--- config.mk ---
export PLATFORM = sky130hd
export DESIGN_NAME = ram_arbiter
export DESIGN_NICKNAME = d
export VERILOG_FILES = /design/src/rtl/ram_pkg.sv /design/src/rtl/ram_arbiter.sv
export SDC_FILE = /design/constraint.sdc
export NUM_CORES = 1
export LEC_CHECK = 0
export BUFFER_PORTS_ARGS = -buffer_cell sky130_fd_sc_hd__buf_4
export CORE_ASPECT_RATIO = 1.1
export CORE_MARGIN = 5
export CORE_UTILIZATION = 38
export DETAILED_ROUTE_END_ITERATION = 7
export GPL_ROUTABILITY_DRIVEN = 0
export PLACE_DENSITY = 0.79
export REMOVE_ABC_BUFFERS = 1
export SETUP_SLACK_MARGIN = 0.05
export SLEW_MARGIN = 20
export SYNTH_ARGS = -nofsm -noshare
export SYNTH_HDL_FRONTEND = slang
export SYNTH_SLANG_ARGS = --single-unit
--- constraint.sdc ---
create_clock -name clk -period 2.8 [get_ports clk]
set_input_delay 0.28 -clock clk [delete_from_list [all_inputs] [get_ports clk]]
set_output_delay 0.28 -clock clk [all_outputs]
set_load 0.01 [all_outputs]
--- src/rtl/ram_pkg.sv ---
// Shared types and constants for the RAM arbiter: bus widths, arbiter FSM encoding, port ids.
package ram_pkg;

  localparam int ADDR_W = 8;
  localparam int DATA_W = 8;

  typedef enum logic [1:0] {
    ARB    = 2'd0,
    LOCK_A = 2'd1,
    LOCK_B = 2'd2
  } arb_state_t;

  localparam logic PORT_A = 1'b0;
  localparam logic PORT_B = 1'b1;

endpackage

--- src/rtl/ram_arbiter.sv ---
// Round-robin arbiter sharing one single-port sync RAM between ports A and B, with a bounded bus lock.
// Grant is same-cycle combinational, read data one cycle later; a losing requester just holds its req.
module ram_arbiter #(
  parameter int   ADDR_W     = ram_pkg::ADDR_W,
  parameter int   DATA_W     = ram_pkg::DATA_W,
  parameter int   LOCK_MAX   = 16,
  parameter logic RESET_LAST = 1'b1
) (
  input  logic              clk,
  input  logic              rst,

  input  logic              a_req,
  input  logic              a_we,
  input  logic              a_lock,
  input  logic [ADDR_W-1:0] a_addr,
  input  logic [DATA_W-1:0] a_wdata,
  output logic              a_gnt,
  output logic              a_rvalid,

  input  logic              b_req,
  input  logic              b_we,
  input  logic              b_lock,
  input  logic [ADDR_W-1:0] b_addr,
  input  logic [DATA_W-1:0] b_wdata,
  output logic              b_gnt,
  output logic              b_rvalid,

  output logic [DATA_W-1:0] rdata,

  output logic [ADDR_W-1:0] ram_addr,
  output logic [DATA_W-1:0] ram_wdata,
  output logic              ram_write,
  input  logic [DATA_W-1:0] ram_rdata
);

  import ram_pkg::*;

  localparam int               CNT_W   = $clog2(LOCK_MAX + 1);
  localparam logic [CNT_W-1:0] CNT_MAX = CNT_W'(LOCK_MAX);
  localparam logic [CNT_W-1:0] CNT_ONE = CNT_W'(1);

  arb_state_t       state, state_nxt;
  logic             last, last_nxt;
  logic [CNT_W-1:0] lock_cnt, cnt_nxt;
  logic             a_rv_q, b_rv_q;

  // Grant selection and next-state; nothing is granted while reset is held.
  always_comb begin
    state_nxt = state;
    last_nxt  = last;
    cnt_nxt   = lock_cnt;
    a_gnt     = 1'b0;
    b_gnt     = 1'b0;

    if (!rst) begin
      unique case (state)
        ARB: begin
          if (a_req && (!b_req || last == PORT_B)) begin
            a_gnt = 1'b1;
          end else if (b_req) begin
            b_gnt = 1'b1;
          end
          if (a_gnt && a_lock) begin
            state_nxt = LOCK_A;
            cnt_nxt   = CNT_ONE;
          end
          if (b_gnt && b_lock) begin
            state_nxt = LOCK_B;
            cnt_nxt   = CNT_ONE;
          end
        end

        LOCK_A: begin
          if (!a_req) begin
            state_nxt = ARB;
            cnt_nxt   = '0;
          end else if (lock_cnt == CNT_MAX && b_req) begin
            // Lock expired with B waiting: B takes this cycle, A's lock is ignored.
            b_gnt     = 1'b1;
            state_nxt = ARB;
            cnt_nxt   = '0;
          end else begin
            a_gnt = 1'b1;
            if (!a_lock) begin
              state_nxt = ARB;
              cnt_nxt   = '0;
            end else if (lock_cnt != CNT_MAX) begin
              cnt_nxt = lock_cnt + CNT_ONE;
            end
          end
        end

        LOCK_B: begin
          if (!b_req) begin
            state_nxt = ARB;
            cnt_nxt   = '0;
          end else if (lock_cnt == CNT_MAX && a_req) begin
            a_gnt     = 1'b1;
            state_nxt = ARB;
            cnt_nxt   = '0;
          end else begin
            b_gnt = 1'b1;
            if (!b_lock) begin
              state_nxt = ARB;
              cnt_nxt   = '0;
            end else if (lock_cnt != CNT_MAX) begin
              cnt_nxt = lock_cnt + CNT_ONE;
            end
          end
        end

        default: begin
          state_nxt = ARB;
          cnt_nxt   = '0;
        end
      endcase

      if (a_gnt) last_nxt = PORT_A;
      if (b_gnt) last_nxt = PORT_B;
    end
  end

  always_ff @(posedge clk) begin
    if (rst) begin
      state    <= ARB;
      last     <= RESET_LAST;
      lock_cnt <= '0;
      a_rv_q   <= 1'b0;
      b_rv_q   <= 1'b0;
    end else begin
      state    <= state_nxt;
      last     <= last_nxt;
      lock_cnt <= cnt_nxt;
      a_rv_q   <= a_gnt & ~a_we;
      b_rv_q   <= b_gnt & ~b_we;
    end
  end

  // RAM side follows A when idle; write strobe only ever accompanies a grant.
  assign ram_addr  = b_gnt ? b_addr  : a_addr;
  assign ram_wdata = b_gnt ? b_wdata : a_wdata;
  assign ram_write = (a_gnt & a_we) | (b_gnt & b_we);

  // A read granted just before reset rises must not surface during reset.
  assign a_rvalid = a_rv_q & ~rst;
  assign b_rvalid = b_rv_q & ~rst;
  assign rdata    = ram_rdata;

endmodule

==> results.toml <==
[floorplan]
die_h_um = 61.70
die_w_um = 57
dieArea_mm2 = 0.003517
start_util_pct = 40.20
core_mm2 = 0.002297
rows = 18
ioPinCount = 77

[synthesis]
synth_cell_type_count = 34
yosysSeqAreaShare_pct = 21.68
syn_inst = 106
synth_compound_area_share_pct = 22.90
synthSimpleGateAreaFrac_pct = 16.53
synth_top_area_cell = "dfxtp_1"
synth_xor_area_share_pct = 0
ys_ff_latch = 10
async_reset_ff_share_pct = 0
synth_edf_count = 0
syn_area_um2 = 923.4
yosys_warnings = 0
yosys.area.top_type_share_pct = 21.68
synthAdderAreaFrac_pct = 2.710
ys_top_cells_by_area = "dfxtp_1 (22%), mux2_4 (11%), mux2_1 (11%), buf_4 (7.3%), a21oi_1 (3.8%)"
synth-main-ff-cell = "dfxtp_1"
synth_top_family_by_area = "compound AO/OA/AOI/OAI gates"
synth_area_per_cell_um2 = 8.711
synth_mux_area_share_pct = 22.36

[timing]
max_slew_margin_pct = 62.15
rsz0062_at_grt = "false"
slew_viol_final = 0
setup_ws_ns = 0.1786
clock_skew_ns = 0.004853
max_freq_mhz = 381.5
tns_ns = 0
finalSetupViolations = 0
final_hold_viol_count = 0
whs_ns = 0.1744
post-route-period-util_pct = 93.62
period_minus_slack_ns = 2.621
worst_slew_pin_slew_ns = 0.5534

[global_route]
grt_pass1_vias = 1066
met3_usage_pct = 9.298
grt_max_degree = 20
met2_usage_pct = 28.71
antenna_found_initial = 0
use_met1_pct = 18.20
overflow = 0
top_usage_layer = "met2"
track_usage_pct = 16.82
grt_pass1_wl_um = 4678

[layout]
fillers = 207
utilization_pct = 58.88
n_antenna_cell = 0
layout-drive-gt1-share_pct = 48.39
area_delta_synth_final_pct = 46.48
layout.area.seq_um2 = 200.2
multi_input_area_um2 = 599.3
fin_nets = 207

[cts]
insertion_delay_ns = 0.27
root_buffer = "clkbuf_4"
cts_sinks = 10
numCtsBuffers = 3
cts_tree = "built"
postCtsHoldBufs = 0
clk_pin_slew_ns = 0.06
cts_setup_buffers = 0
clk_path_buf_depth = 2
cts_max_level = 1

[route]
final_antenna_net_count = 0
drc_errors = 0
vias_per_cell = 5.438
drt_iter0_drc = 19
wl_per_cell_um = 15.27
dr.pass1.iters = 4
vias = 1006
wirelength_um = 2825

[placement]
io_buffer_count = 60
hpwl_um = 2327
pre_cts_ws_ns = 0.2643

[setup_path]
crit_required_ns = 2.52
critPathMaxFanout = 19
crit_type = "reg -> out"
endpoint_kind = "output pin"
cp.arrival_ns = 2.34
critPathLaunchType = "flip-flop"

[power]
power_mw = 0.4148
p_leak_nw = 0.6600
power.density_mw_per_mm2 = 306.7
vdd_drop_max_mv = 0.1551

[outcome]
status = "completed"

[run]
max-cap-violations = 0

[min_path]
min_path_type = "in -> reg"
Yosys cell counts (3+ instances only):
cell type   n
dfxtp_1    10
buf_4       9
mux2_1      9
nand2_1     8
a21oi_1     7
mux2_4      7
inv_1       6
clkbuf_1    4
nor2_1      4
a2111oi_0   3
and2_1      3
nor2b_1     3
o21ai_0     3
o22ai_1     3
cells in the final DEF, fill, tap and decap left out, types with 2 or more instances in the layout:
cell type  count
a2111o_1       2
a2111oi_0      3
a211o_1        2
a21o_1         2
a21oi_1        7
and2_1         3
buf_4         60
clkbuf_4       3
dfxtp_1       10
ha_1           2
inv_1          6
mux2_1         9
mux2_4         7
nand2_1        8
nand3_1        2
nand4b_1       2
nor2_1         4
nor2b_1        3
o21ai_0        3
o22ai_1        3
worst paths after layout:
path | from | to | slack, ns | cells past startpoint
setup / recovery | lock_cnt[0] | ram_addr[2] | 0.18 | 8
hold reg to reg | lock_cnt[1] | lock_cnt[1] | 0.49 | 2
hold / removal | b_we | b_rv_q | 0.17 | 2
setup reg to reg | lock_cnt[0] | b_rv_q | 1.04 | 7
state kept, by name (all words and copies together), names as in the netlist:
signal and count:
a_rv_q 1, last 1, lock_cnt 5, state 2, b_rv_q 1
metal layers:
metal	share of wire, %	vias to the layer above
li1	-	479
met2	48	69
met3	14	5
met4	1.3	0
met1	37	453
met5	0	-
repair_timing:
action | CTS | global route
setup endpoints to repair | 16 | 14
resized for setup | 3 | 2
pin swaps | 0 | 1
logic make-up (layout without fill, tap and decap cells):
group / Yosys count / in the layout
compound gates: 29 / 29
simple gates: 28 / 28
buf+inv: 21 / 70
mux: 16 / 16
flops: 10 / 10
fa+ha+maj: 2 / 2
through the flow:
step / area [µm²] / instances
after floorplan: 818.3 / 91
after global placement: 1314 / 182
after detailed placement: 1314 / 182
after CTS: 1344 / 185
after global routing: 1353 / 185
final: 1353 / 185
final cells by class:
type	instances	area share, %
timing repair buffer	61	34.78
multi-input combinational	75	44.31
inverter	6	1.665
tap	30	2.775
clock buffer	3	1.665
sequential	10	14.80
where the power goes:
| group | internal, mW | switching, mW |
|---|---|---|
| sequential | 0.148 | 0.00613 |
| combinational | 0.0985 | 0.0623 |
| clock | 0.0497 | 0.0504 |
worst max-delay path: stages, from the launching register on:
cell and delay, ns:
dfxtp_1 0.32, inv_1 0.10, ha_1 0.17, and4bb_4 0.32
nand2_2 0.08, a2111o_1 0.44, buf_12 0.18, mux2_1 0.32
buf_4 0.15
No activity file was read; power rests on OpenSTA's default activity.
